--- src/rtl/mult_stress_harness.sv ---
// rtl/mult_stress_harness.sv - multiplier stress harness: stimulus modes, optional product pipeline, golden self-check
// Wallace_Tree_Multiplier: carry-save reduction of partial products in layers of 3:2 compressors.

module Wallace_Tree_Multiplier #(
    parameter int N = 8
) (
    input  logic [N-1:0]   a,
    input  logic [N-1:0]   b,
    output logic [2*N-1:0] product
);
    localparam int P = 2 * N;

    function automatic int rows_at(input int layer);
        int n;
        n = N;
        for (int i = 0; i < layer; i++) n = 2 * (n / 3) + n % 3;
        return n;
    endfunction

    function automatic int layer_count();
        int n;
        int c;
        n = N;
        c = 0;
        for (int i = 0; i < 64; i++) begin
            if (n > 2) begin
                n = 2 * (n / 3) + n % 3;
                c++;
            end
        end
        return c;
    endfunction

    localparam int LAYERS = layer_count();

    logic [P-1:0] rows [LAYERS+1][N];

    for (genvar i = 0; i < N; i++) begin : g_pp
        assign rows[0][i] = b[i] ? (P'(a) << i) : '0;
    end

    for (genvar l = 0; l < LAYERS; l++) begin : g_layer
        localparam int NI = rows_at(l);
        localparam int NG = NI / 3;
        localparam int NO = rows_at(l + 1);
        for (genvar g = 0; g < NG; g++) begin : g_csa
            assign rows[l+1][2*g]   = rows[l][3*g] ^ rows[l][3*g+1] ^ rows[l][3*g+2];
            assign rows[l+1][2*g+1] = ((rows[l][3*g] & rows[l][3*g+1]) |
                                       (rows[l][3*g] & rows[l][3*g+2]) |
                                       (rows[l][3*g+1] & rows[l][3*g+2])) << 1;
        end
        for (genvar k = 3 * NG; k < NI; k++) begin : g_pass
            assign rows[l+1][2*NG+k-3*NG] = rows[l][k];
        end
        for (genvar k = NO; k < N; k++) begin : g_zero
            assign rows[l+1][k] = '0;
        end
    end

    assign product = rows[LAYERS][0] + rows[LAYERS][1];
endmodule

module mult_stress_harness #(
    parameter int          WIDTH       = 8,
    parameter int          PIPE_STAGES = 0,
    parameter int          CNT_W       = 17,
    parameter logic [31:0] LFSR_SEED   = 32'h0000ACE1
) (
    input  logic               clk,
    input  logic               rst,
    input  logic               start,
    input  logic [1:0]         mode,
    input  logic [CNT_W-1:0]   num_vectors,
    input  logic               inject_fault,
    output logic               busy,
    output logic               done,
    output logic [2*WIDTH-1:0] sum,
    output logic               sum_valid,
    output logic [15:0]        err_count,
    output logic [WIDTH-1:0]   first_err_a,
    output logic [WIDTH-1:0]   first_err_b,
    output logic               pass
);
    localparam int PW  = 2 * WIDTH;
    localparam int LAT = PIPE_STAGES + 1;

    function automatic logic [PW-1:0] tap_mask();
        case (PW)
            4:       tap_mask = PW'(32'h0000000C);
            8:       tap_mask = PW'(32'h000000B8);
            12:      tap_mask = PW'(32'h00000829);
            16:      tap_mask = PW'(32'h0000B400);
            24:      tap_mask = PW'(32'h00E10000);
            32:      tap_mask = PW'(32'h80200003);
            default: tap_mask = PW'(2'b11) << (PW - 2);
        endcase
    endfunction

    localparam logic [PW-1:0] TAPS     = tap_mask();
    localparam logic [PW-1:0] SEED_RAW = PW'(LFSR_SEED);
    localparam logic [PW-1:0] SEED     = (SEED_RAW == '0) ? '1 : SEED_RAW;

    typedef enum logic [1:0] {S_IDLE, S_RUN, S_DRAIN, S_DONE} state_t;
    state_t state, state_n;

    logic [1:0]       mode_q;
    logic [CNT_W-1:0] num_q, issued;
    logic [PW-1:0]    lfsr;
    logic [WIDTH-1:0] walk;
    logic [2:0]       drain_cnt;
    logic [WIDTH-1:0] a_q, b_q, gen_a, gen_b, chk_a, chk_b;
    logic [PW-1:0]    prod, prod_f, prod_last, gen_gold, gold_q;
    logic             accept, issue, mismatch;
    logic [15:0]      err_next;

    logic             ch_v [LAT];
    logic [WIDTH-1:0] ch_a [LAT];
    logic [WIDTH-1:0] ch_b [LAT];
    logic [PW-1:0]    ch_g [LAT];

    assign accept   = start && (state == S_IDLE || state == S_DONE);
    assign issue    = (state == S_RUN) && (issued != num_q);
    assign busy     = (state == S_RUN) || (state == S_DRAIN);
    assign done     = (state == S_DONE);
    assign mismatch = sum_valid && (sum != gold_q);
    assign err_next = (mismatch && err_count != 16'hFFFF) ? err_count + 16'd1 : err_count;

    always_ff @(posedge clk or negedge rst) begin
        if (!rst) state <= S_IDLE;
        else      state <= state_n;
    end

    always_comb begin
        state_n = state;
        case (state)
            S_IDLE:  if (start) state_n = S_RUN;
            S_RUN:   if (issued == num_q) state_n = (num_q == '0) ? S_DONE : S_DRAIN;
            S_DRAIN: if (drain_cnt == 3'(LAT - 1)) state_n = S_DONE;
            S_DONE:  if (start) state_n = S_RUN;
            default: state_n = S_IDLE;
        endcase
    end

    always_comb begin
        gen_a = '1;
        gen_b = '1;
        case (mode_q)
            2'd1:    {gen_a, gen_b} = lfsr;
            2'd2:    {gen_a, gen_b} = PW'(issued);
            2'd3:    gen_a = walk;
            default: ;
        endcase
    end

    assign gen_gold = {{WIDTH{1'b0}}, gen_a} * {{WIDTH{1'b0}}, gen_b};

    if (WIDTH == 8) begin : g_wallace
        Wallace_Tree_Multiplier #(.N(WIDTH)) u_mul (.a(a_q), .b(b_q), .product(prod));
    end else begin : g_behav
        assign prod = {{WIDTH{1'b0}}, a_q} * {{WIDTH{1'b0}}, b_q};
    end

    // Fault injection sits ahead of the pipeline so the checker sees it like a real datapath error.
    assign prod_f = {prod[PW-1:1], prod[0] ^ inject_fault};

    if (PIPE_STAGES == 0) begin : g_nopipe
        assign prod_last = prod_f;
    end else begin : g_pipe
        logic [PW-1:0] pipe [PIPE_STAGES];
        always_ff @(posedge clk or negedge rst) begin
            if (!rst) begin
                for (int i = 0; i < PIPE_STAGES; i++) pipe[i] <= '0;
            end else begin
                pipe[0] <= prod_f;
                for (int i = 1; i < PIPE_STAGES; i++) pipe[i] <= pipe[i-1];
            end
        end
        assign prod_last = pipe[PIPE_STAGES-1];
    end

    always_ff @(posedge clk or negedge rst) begin
        if (!rst) begin
            for (int i = 0; i < LAT; i++) begin
                ch_v[i] <= 1'b0;
                ch_a[i] <= '0;
                ch_b[i] <= '0;
                ch_g[i] <= '0;
            end
        end else begin
            ch_v[0] <= issue;
            ch_a[0] <= gen_a;
            ch_b[0] <= gen_b;
            ch_g[0] <= gen_gold;
            for (int i = 1; i < LAT; i++) begin
                ch_v[i] <= ch_v[i-1];
                ch_a[i] <= ch_a[i-1];
                ch_b[i] <= ch_b[i-1];
                ch_g[i] <= ch_g[i-1];
            end
        end
    end

    always_ff @(posedge clk or negedge rst) begin
        if (!rst) begin
            mode_q      <= '0;
            num_q       <= '0;
            issued      <= '0;
            lfsr        <= SEED;
            walk        <= WIDTH'(1);
            drain_cnt   <= '0;
            a_q         <= '0;
            b_q         <= '0;
            sum         <= '0;
            sum_valid   <= 1'b0;
            gold_q      <= '0;
            chk_a       <= '0;
            chk_b       <= '0;
            err_count   <= '0;
            first_err_a <= '0;
            first_err_b <= '0;
            pass        <= 1'b0;
        end else begin
            if (issue) begin
                a_q    <= gen_a;
                b_q    <= gen_b;
                issued <= issued + 1'b1;
                lfsr   <= {lfsr[PW-2:0], ^(lfsr & TAPS)};
                walk   <= {walk[WIDTH-2:0], walk[WIDTH-1]};
            end
            if (state == S_RUN)        drain_cnt <= '0;
            else if (state == S_DRAIN) drain_cnt <= drain_cnt + 3'd1;

            sum_valid <= ch_v[LAT-1];
            if (ch_v[LAT-1]) begin
                sum    <= prod_last;
                gold_q <= ch_g[LAT-1];
                chk_a  <= ch_a[LAT-1];
                chk_b  <= ch_b[LAT-1];
            end

            if (mismatch) begin
                err_count <= err_next;
                if (err_count == 16'd0) begin
                    first_err_a <= chk_a;
                    first_err_b <= chk_b;
                end
            end
            // err_next folds in the final compare, which lands on the same edge as DONE entry.
            if (state_n == S_DONE && state != S_DONE) pass <= (err_next == 16'd0);

            if (accept) begin
                mode_q      <= mode;
                num_q       <= num_vectors;
                issued      <= '0;
                lfsr        <= SEED;
                walk        <= WIDTH'(1);
                err_count   <= '0;
                first_err_a <= '0;
                first_err_b <= '0;
                pass        <= 1'b0;
            end
        end
    end
endmodule

--- config.mk ---
export PLATFORM = sky130hd
export DESIGN_NAME = mult_stress_harness
export DESIGN_NICKNAME = d
export VERILOG_FILES = /design/src/rtl/mult_stress_harness.sv
export SDC_FILE = /design/constraint.sdc
export NUM_CORES = 1
export LEC_CHECK = 0
export CAP_MARGIN = 20
export CORE_MARGIN = 5
export CORE_UTILIZATION = 50
export DETAILED_ROUTE_END_ITERATION = 10
export GPL_TIMING_DRIVEN = 0
export PLACE_DENSITY = 0.69
export SLEW_MARGIN = 5
export SYNTH_ARGS = -nofsm -noshare
export SYNTH_HDL_FRONTEND = slang
export SYNTH_SLANG_ARGS = --single-unit
--- constraint.sdc ---
create_clock -name clk -period 6.7 [get_ports clk]
set_input_delay 1.34 -clock clk [delete_from_list [all_inputs] [get_ports clk]]
set_output_delay 1.34 -clock clk [all_outputs]
set_load 0.1 [all_outputs]
==> metrics.csv, run 1 <==
stage;metric;value;unit
outcome;status;complete, no violations;
cells_and_area;area delta synth->final;15.51;%
timing;RSZ-0062 raised after global routing;no;
yosys;Mean Syn Cell Area;10.10;um2
grt;antenna violations before repair;0;
clocking;H-tree depth;4;
detailed_routing;Vias;8865;
timing;final setup fails;0;
setup_path;Crit path required time;7.05;ns
grt;vias in the first global route;9027;
placement;area post-placement;13660;um2
clocking;# Post-CTS Setup Buffers;0;
yosys;Syn Nets;1395;
floorplanning;core area;24320;um2
clocking;Num CTS Buffers;17;
yosys;area share of the largest cell type after synthesis;0.3785;
timing;Achievable Freq;0.1624;GHz
detailed_routing;Post-DRT Antenna Nets;0;
clocking;Worst-path clk slew;0.08;ns
yosys;Syn Inst Count;1224;
floorplanning;die width;167.2;um
yosys;Synth async-reset ratio;1.000;
floorplanning;IO Count;75;
setup_path;crit path kind;reg -> reg;
setup_path;Crit. End Element;flop;
detailed_routing;Post-route DRC;0;
timing;Slew Viols, Final;0;
cells_and_area;most frequent cells in the layout;187 x dfrtp_1, 150 x nor2_1, 138 x nand2_1;
cells_and_area;share of post-route cells with drive strength above 1;0.09179;
yosys;synthesized area;12360;um2
clocking;CTS tree;yes;
yosys;Yosys Warn Count;0;
cells_and_area;Finished Cell Area;14280;um2
timing;crit share post-route;0.9188;
yosys;Post-synth EDFFs;0;
setup_path;Crit path buffers/inverters;7;
setup_path;Crit path arrival time;6.51;ns
yosys;area leader, netlist;dfrtp_1;
placement;PortBufs;74;
clocking;clock tree buffer depth;2;
setup_path;peak fanout along the critical path;10;
yosys;Cell variety after synth;59;
detailed_routing;DR vias/cell;5.328;
placement;GP Congestion;0.8410;
setup_path;CP dominant cell by count;inv_1;
cells_and_area;most common cell after layout, fill and taps aside;dfrtp_1;
floorplanning;die area;27970;um2
floorplanning;DIE HEIGHT;167.2;um
detailed_routing;DR iter-0 viols;556;
floorplanning;Starting Density;0.5083;
clocking;Root Buffer;clkbuf_16;
setup_path;slowest stage delay, CP;0.58;ns
timing;min cycle time layout;6.156;ns
grt;first-pass GRT wire length;46.00;mm
yosys;Synth Flop Type;dfrtp_1;
job;maxcap violations;0;
detailed_routing;Wirelength per Cell;16.47;um
timing;final hold violations;0;
yosys;Seq cells post-synth;196;
grt;largest net degree at the start of global routing;102;
setup_path;Worst Setup Start Kind;flop;
yosys;Area contributors post-synth;dfrtp_1 38%, fa_1 12%, ha_1 7.4%;
timing;Worst Clk Skew;0.01210;ns
clocking;clock sink count;196;
setup_path;Crit-path slowest cell;fa_1;
timing;Least-Margin Pin Slew;0.9878;ns
detailed_routing;DRT Pass-1 Iters;5;
timing;worst rel slew slack;0.3245;
min_path;HP Class;reg -> reg;
placement;Post-DP HPWL;20.54;mm
grt;Total GRT Usage;0.2009;
detailed_routing;final WL;27.41;mm
yosys;Seq/Total Area, Yosys;0.3977;
cells_and_area;# diodes;0;
floorplanning;row cnt;57;
setup_path;largest delay contributor family on the critical path;adder cells;
setup_path;crit-path cells;inv_1 -> ha_1 -> clkbuf_1 -> clkbuf_1 -> a22o_1 -> a211oi_4 -> inv_1 -> nand2_1 -> fa_1 -> fa_1 -> inv_1 -> fa_1 -> inv_1 -> fa_1 -> inv_1 -> ha_1 -> a21boi_0 -> o21ai_0 -> a21oi_1 -> a41oi_1 -> nor2b_1 -> xnor2_1;
grt;gr ovfl total;0;
cells_and_area;NumNets Final;1498;
clocking;Worst-Skew Late Latency;0.43;ns
[cell type report]
cell class | count | area (um2)
fill | 2066 | 10040
multi-input combinational | 851 | 6839
sequential | 196 | 4916
timing repair buffer | 84 | 838.3
inverter | 127 | 476.7
clock buffer | 18 | 439.2
tap | 324 | 405.4
buffer | 50 | 201.4
clock inverter | 14 | 162.7
[synthesized netlist by cell type, drive strengths merged (4+ instances only)]
| master | instances |
|---|---|
| a211oi | 8 |
| a21o | 5 |
| a21oi | 19 |
| a221oi | 6 |
| a22o | 7 |
| a311oi | 4 |
| and2 | 44 |
| and3 | 11 |
| buf | 9 |
| clkbuf | 41 |
| dfrtp | 187 |
| dfstp | 9 |
| fa | 75 |
| ha | 73 |
| inv | 126 |
| mux2 | 45 |
| mux2i | 44 |
| nand2 | 138 |
| nand3 | 13 |
| nand4 | 13 |
| nor2 | 150 |
| nor2b | 6 |
| nor3 | 15 |
| nor4 | 10 |
| o21ai | 32 |
| o21bai | 4 |
| o31ai | 4 |
| or3 | 6 |
| xnor2 | 63 |
| xor2 | 25 |
[path summary, 6_finish.rpt]
check	startpoint	to	slack, ns	cells after the start
max	mode_q[0]$_DFFE_PN0P_	ch_g[13]$_DFF_PN0_	0.54	22
min	ch_b[5]$_DFF_PN0_	chk_b[5]$_DFFE_PN0P_	0.47	1
max reg2reg	mode_q[0]$_DFFE_PN0P_	ch_g[13]$_DFF_PN0_	0.54	22
min reg2reg	ch_b[5]$_DFF_PN0_	chk_b[5]$_DFFE_PN0P_	0.47	1
max in group asynchronous	rst	sum[5]$_DFFE_PN0P_	4.85	2
min in group asynchronous	rst	err_count[9]$_DFFE_PN0P_	0.90	1
[through the flow]
| stage | setup TNS, ns | hold WS, ns | worst slack (ns) | utilization | instances |
|---|---|---|---|---|---|
| 3_5_place_dp | 0 | 0.4612 | 0.2287 | 0.5616 | 1631 |
| 6_report | 0 | 0.4744 | 0.5442 | 0.5871 | 1664 |
| 5_1_grt | 0 | 0.4894 | 0.08130 | 0.5871 | 1664 |
| 4_1_cts | 0 | 0.4785 | 0.1766 | 0.5863 | 1663 |
| 3_3_place_gp | -727.99 | 0.4585 | -3.848 | 0.5554 | 1622 |
| 2_1_floorplan | 0 | 0.4106 | 1.231 | - | 1224 |
[flip-flops by register name, summed over array words and instances, names as in the netlist, 16 cells and up]
register   flops
ch_g          16
err_count     16
gold_q        16
issued        17
lfsr          16
num_q         17
sum           16
[cells by family after synthesis]
kind of cell             Yosys count  synth area share
AND/OR/NAND/NOR                  421            0.1552
flip-flops                       196            0.3977
buffers and inverters            177           0.05486
adder cells (fa/ha/maj)          148            0.1953
AO/OA/AOI/OAI                    105           0.05800
multiplexers                      89           0.07662
XOR/XNOR                          88           0.06235
[metal layers]
layer,up-vias,track usage,part of all wire
li1,4175,-,-
met1,4441,0.2842,0.46
met2,210,0.3286,0.48
met3,39,0.03088,0.042
met4,0,0.05046,0.016
met5,-,0,0
[what timing repair did]
action / 4_1_cts / 5_1_grt
hold buffers: 0 / 0
setup endpoints to repair: 0 / 2
gates resized for setup: 0 / 2
Power of run 1 is not shown: default switching activity piles up to over one toggle a cycle in this logic, so the estimate is an artifact.
==> run 2: changes to the inputs <==
- SYNTH_HIERARCHICAL: default -> 1
==> run 2 against run 1 <==
Register-to-register slack improved by 0.06 ns; non-clock buffer count unchanged; cell area decreased by 0.71%; cell count increased by 1.1%; clock skew increased by 0.0019 ns; first-iteration DRC count increased by 4.1%; via count increased by 2.3%.
==> metrics.csv, run 2 <==
stage;metric;value;unit
cells_and_area;most common cell after layout, fill and taps aside;dfrtp_1;
setup_path;CP dominant cell by count;inv_1;
outcome;status;complete, no violations;
floorplanning;die width;167.2;um
timing;Achievable Freq;0.1640;GHz
placement;PortBufs;74;
grt;met2 GRT Util;0.3293;
clocking;CTS Hold Bufs;0;
placement;Post-DP HPWL;20.81;mm
yosys;Synth Flop Type;dfrtp_1;
cells_and_area;share of post-route cells with drive strength above 1;0.08910;
floorplanning;row cnt;57;
setup_path;Crit path buffers/inverters;9;
setup_path;slowest stage delay, CP;0.76;ns
floorplanning;IO Count;75;
placement;area post-placement;13610;um2
yosys;area leader, netlist;dfrtp_1;
clocking;H-tree depth;4;
yosys;most frequent cells after synthesis;187 x dfrtp_1, 176 x nand2_1, 120 x nor2_1;
yosys;area share of the largest cell type after synthesis;0.3786;
clocking;post_cts resized;0;
clocking;# Post-CTS Setup Buffers;0;
detailed_routing;DR iter-0 viols;579;
placement;placed instance count;1649;
grt;gr ovfl total;0;
yosys;Cell variety after synth;55;
clocking;clock tree buffer depth;2;
yosys;Seq/Total Area, Yosys;0.3978;
yosys;Area contributors post-synth;dfrtp_1 38%, fa_1 12%, ha_1 7.4%;
grt;met3 Use GR;0.02900;
timing;min cycle time layout;6.096;ns
cells_and_area;NumNets Final;1516;
detailed_routing;Wirelength per Cell;16.54;um
setup_path;Reg2Reg Setup Slack;0.60;ns
floorplanning;DIE HEIGHT;167.2;um
grt;vias in the first global route;8948;
setup_path;r2r worst-path depth;23;
cells_and_area;# fillers;2064;
setup_path;crit path kind;reg -> reg;
timing;crit share post-route;0.9098;
detailed_routing;DR vias/cell;5.392;
grt;antenna violations before repair;0;
setup_path;peak fanout along the critical path;10;
yosys;Synth async-reset ratio;1.000;
timing;Worst Clk Skew;0.01402;ns
detailed_routing;final WL;27.82;mm
clocking;Root Buffer;clkbuf_16;
cells_and_area;Post-Layout Cell Count;1682;
cells_and_area;most frequent cells in the layout;187 x dfrtp_1, 176 x nand2_1, 120 x nor2_1;
setup_path;Crit. End Element;flop;
cells_and_area;Finished Cell Area;14180;um2
setup_path;largest delay contributor family on the critical path;adder cells;
setup_path;Worst Setup Start Kind;flop;
cells_and_area;# diodes;0;
job;maxcap violations;0;
timing;Slew Viols, Final;0;
timing;Least-Margin Pin Slew;1.237;ns
yosys;Syn Nets;1413;
cells_and_area;area delta synth->final;14.71;%
setup_path;Crit path arrival time;6.46;ns
yosys;Post-synth EDFFs;0;
clocking;Num CTS Buffers;17;
detailed_routing;Post-DRT Antenna Nets;0;
grt;GRT Max-Usage Layer;met2;
detailed_routing;DRT Pass-1 Iters;5;
timing;final hold violations;0;
grt;Total GRT Usage;0.2009;
min_path;HP Class;reg -> reg;
setup_path;Crit-path slowest cell;a211oi_1;
detailed_routing;Post-route DRC;0;
setup_path;Crit path required time;7.06;ns
detailed_routing;Vias;9069;
timing;final setup fails;0;
timing;worst rel slew slack;0.1755;
yosys;Yosys Warn Count;6;
cells_and_area;Top Registers;issued: 17 flops, num_q: 17 flops;
yosys;synthesized area;12360;um2
placement;GP Congestion;0.8472;
grt;largest net degree at the start of global routing;114;
clocking;CTS tree;yes;
floorplanning;Starting Density;0.5082;
yosys;Seq cells post-synth;196;
floorplanning;core area;24320;um2
clocking;Worst-path clk slew;0.08;ns
floorplanning;die area;27960;um2
timing;RSZ-0062 raised after global routing;no;
min_path;Hold Path Depth;1;
clocking;Worst-Skew Late Latency;0.44;ns
yosys;Syn Inst Count;1242;
setup_path;Critical Path Stages;23;
setup_path;crit-path cells;inv_1 -> ha_1 -> clkbuf_1 -> clkbuf_1 -> a22o_1 -> a211oi_1 -> buf_4 -> nor2_1 -> fa_1 -> inv_1 -> fa_1 -> inv_1 -> fa_1 -> inv_1 -> fa_1 -> inv_1 -> ha_1 -> inv_1 -> a21oi_1 -> o211ai_1 -> a21oi_1 -> o31ai_1 -> xnor2_1;
grt;first-pass GRT wire length;45.92;mm
grt;grt met1 use;0.2794;
yosys;Mean Syn Cell Area;9.951;um2
yosys;most frequent cell after synthesis;dfrtp_1;
clocking;clock sink count;196;
timing;final setup TNS;0;ns
## run 2: changes by cell type in the layout (fill, tap and decap cells not counted), sizes merged, moves of 5 or more
cell / change
nand2: +38
and4: +5
xnor2: -18
nor2: -30
nand3: +18
nor4: +5
inv: -10
mux2i: -24
xor2: +21
a21oi: +16
## run 2: routing by layer
metal | share of wire | vias to the layer above
li1 | - | 4276
met1 | 0.44 | 4532
met2 | 0.49 | 212
met3 | 0.045 | 49
met4 | 0.021 | 0
met5 | 0 | -
## run 2: final timing paths
check | start | endpoint
setup / recovery | mode_q[0]$_DFFE_PN0P_ | ch_g[15]$_DFF_PN0_
hold / removal | ch_g[3]$_DFF_PN0_ | gold_q[3]$_DFFE_PN0P_
setup reg to reg | mode_q[0]$_DFFE_PN0P_ | ch_g[15]$_DFF_PN0_
hold reg to reg | ch_g[3]$_DFF_PN0_ | gold_q[3]$_DFFE_PN0P_
max in group asynchronous | rst | a_q[2]$_DFFE_PN0P_
min in group asynchronous | rst | gold_q[13]$_DFFE_PN0P_
## run 2: layout make-up
cell class | count | area [um2] | area share
Clock inverter | 13 | 116.4 | 0.008208
Buffer | 50 | 192.7 | 0.01359
Tap cell | 324 | 405.4 | 0.02859
Clock buffer | 19 | 442.9 | 0.03124
Timing Repair Buffer | 84 | 828.3 | 0.05842
Multi-Input combinational cell | 880 | 6840 | 0.4825
Inverter | 116 | 435.4 | 0.03071
Sequential cell | 196 | 4916 | 0.3467
## run 2: through the flow
| stage | setup WS, ns | utilization | hold slack [ns] |
|---|---|---|---|
| after floorplan | 1.383 | - | 0.4064 |
| after global placement | -3.992 | 0.5553 | 0.4578 |
| after detailed placement | 0.6565 | 0.5598 | 0.4625 |
| after CTS | 0.6263 | 0.5828 | 0.4760 |
| after global routing | 0.2751 | 0.5830 | 0.4899 |
| final | 0.6042 | 0.5830 | 0.4742 |
## run 2: kinds of logic (layout without fill, tap and decap cells)
logic type	Yosys count	count (layout)	synth area share
flip-flops	196	196	0.3978
XOR/XNOR	91	91	0.06449
AND/OR/NAND/NOR	457	457	0.1689
adder cells (fa/ha/maj)	148	148	0.1954
AO/OA/AOI/OAI	115	115	0.06186
buffers and inverters	166	282	0.05082
multiplexers	69	69	0.06084
Power of run 2 is left out for the same reason.
==> run 3: changes to the inputs <==
- CORE_MARGIN: 5 -> default
==> run 3 against run 2 <==
Largest cell class unchanged; critical endpoint unchanged; worst setup slack worse by 0.011 ns; register-to-register slack is essentially flat; cell area up 0.44%; via count about the same; cell count hardly changed; hold slack improved by 0.00070 ns; wire length is 0.40% lower; flip-flop and latch count unchanged; highest routed layer unchanged.
==> metrics.csv, run 3 (same netlist as run 2, synthesis figures left out) <==
stage;metric;value;unit
timing;Worst Clk Skew;0.02378;ns
cells_and_area;area delta synth->final;15.22;%
detailed_routing;Post-DRT Antenna Nets;0;
grt;Total GRT Usage;0.2306;
clocking;CTS Hold Bufs;0;
timing;crit share post-route;0.9115;
grt;vias in the first global route;9239;
timing;Least-Margin Pin Slew;0.9832;ns
setup_path;CP dominant cell by count;inv_1;
detailed_routing;DR vias/cell;5.384;
clocking;H-tree depth;4;
floorplanning;die area;25350;um2
setup_path;Crit-path slowest cell;a211oi_1;
setup_path;Crit. End Element;flop;
grt;antenna violations before repair;0;
floorplanning;Starting Density;0.5097;
cells_and_area;NumNets Final;1517;
clocking;Worst-Skew Late Latency;0.45;ns
setup_path;Crit path required time;7.06;ns
grt;gr ovfl total;0;
clocking;clock tree buffer depth;2;
clocking;Root Buffer;clkbuf_16;
min_path;HP Class;reg -> reg;
floorplanning;DIE HEIGHT;159.2;um
clocking;post_cts resized;0;
setup_path;Worst Setup Start Kind;flop;
placement;GP Congestion;0.8795;
placement;area post-placement;13620;um2
placement;Post-DP HPWL;20.61;mm
cells_and_area;# fillers;2094;
cells_and_area;most common cell after layout, fill and taps aside;dfrtp_1;
placement;placed instance count;1650;
timing;RSZ-0062 raised after global routing;no;
cells_and_area;Finished Cell Area;14240;um2
clocking;# Post-CTS Setup Buffers;0;
timing;min cycle time layout;6.107;ns
clocking;Num CTS Buffers;17;
detailed_routing;Post-route DRC;0;
timing;final setup fails;0;
setup_path;slowest stage delay, CP;0.77;ns
job;maxcap violations;0;
floorplanning;row cnt;57;
placement;PortBufs;74;
setup_path;peak fanout along the critical path;10;
detailed_routing;Vias;9061;
detailed_routing;Wirelength per Cell;16.47;um
timing;Achievable Freq;0.1638;GHz
clocking;clock sink count;196;
cells_and_area;Top Registers;issued: 17 flops, num_q: 17 flops;
setup_path;crit-path cells;inv_1 -> ha_1 -> clkbuf_1 -> clkbuf_1 -> a22o_1 -> a211oi_1 -> buf_4 -> nor2_1 -> fa_1 -> inv_1 -> fa_1 -> inv_1 -> fa_1 -> inv_1 -> fa_1 -> inv_1 -> ha_1 -> inv_1 -> a21oi_1 -> o211ai_1 -> a21oi_1 -> o31ai_1 -> xnor2_1;
floorplanning;die width;159.2;um
grt;first-pass GRT wire length;46.49;mm
setup_path;Crit path arrival time;6.47;ns
outcome;status;complete, no violations;
timing;worst rel slew slack;0.3425;
cells_and_area;Post-Layout Cell Count;1683;
clocking;CTS tree;yes;
timing;Worst Hold Margin;0.4750;ns
detailed_routing;DR iter-0 viols;529;
cells_and_area;most frequent cells in the layout;187 x dfrtp_1, 176 x nand2_1, 120 x nor2_1;
cells_and_area;# diodes;0;
setup_path;crit path kind;reg -> reg;
timing;Slew Viols, Final;0;
timing;final hold violations;0;
detailed_routing;DRT Pass-1 Iters;5;
floorplanning;IO Count;75;
cells_and_area;final core utilization;0.5873;
floorplanning;core area;24250;um2
detailed_routing;final WL;27.71;mm
cells_and_area;share of post-route cells with drive strength above 1;0.09051;
grt;largest net degree at the start of global routing;104;
clocking;Worst-path clk slew;0.08;ns
[run 3: final cells by class]
class	instances	area [um2]	area share
sequential	196	4916	0.3452
tap	324	405.4	0.02847
clock buffer	17	425.4	0.02987
buffer	50	192.7	0.01353
timing repair buffer	85	830.8	0.05834
inverter	116	435.4	0.03058
multi-input combinational	880	6840	0.4804
clock inverter	15	193.9	0.01362
[run 3: worst max-delay path, delay by kind of cell, from the launching register on]
| family | cells | cell delay (ns) |
|---|---|---|
| xor gates and xnor gates | 1 | 0.15 |
| DFF | 1 | 0.39 |
| and+or+nand+nor | 1 | 0.07 |
| adders and majority gates | 6 | 2.54 |
| buffers and inverters | 9 | 1.10 |
| AOI/OAI and AO/OA | 6 | 1.76 |
[run 3: path summary, 6_finish.rpt]
path | start | end | slack, ns | cells past startpoint
min in group asynchronous | rst | err_count[2]$_DFFE_PN0P_ | 0.89 | 1
setup / recovery | mode_q[0]$_DFFE_PN0P_ | ch_g[15]$_DFF_PN0_ | 0.59 | 23
setup reg to reg | mode_q[0]$_DFFE_PN0P_ | ch_g[15]$_DFF_PN0_ | 0.59 | 23
hold / removal | ch_b[5]$_DFF_PN0_ | chk_b[5]$_DFFE_PN0P_ | 0.47 | 1
max in group asynchronous | rst | gold_q[14]$_DFFE_PN0P_ | 4.88 | 2
hold reg to reg | ch_b[5]$_DFF_PN0_ | chk_b[5]$_DFFE_PN0P_ | 0.47 | 1
[run 3: per-stage QoR]
stage / setup slack [ns] / setup TNS [ns]
2_1_floorplan: 1.383 / 0
3_5_place_dp: 0.6503 / 0
3_3_place_gp: -3.793 / -718.02
5_1_grt: 0.1763 / 0
6_report: 0.5931 / 0
4_1_cts: 0.5939 / 0
[run 3: routing by layer]
| layer | up-vias | part of all wire | GRT usage |
|---|---|---|---|
| li1 | 4276 | - | - |
| met1 | 4511 | 0.44 | 0.3150 |
| met2 | 233 | 0.49 | 0.3758 |
| met3 | 41 | 0.051 | 0.03985 |
| met4 | 0 | 0.020 | 0.07255 |
| met5 | - | 0 | 0 |
Power of run 3 is left out for the same reason.
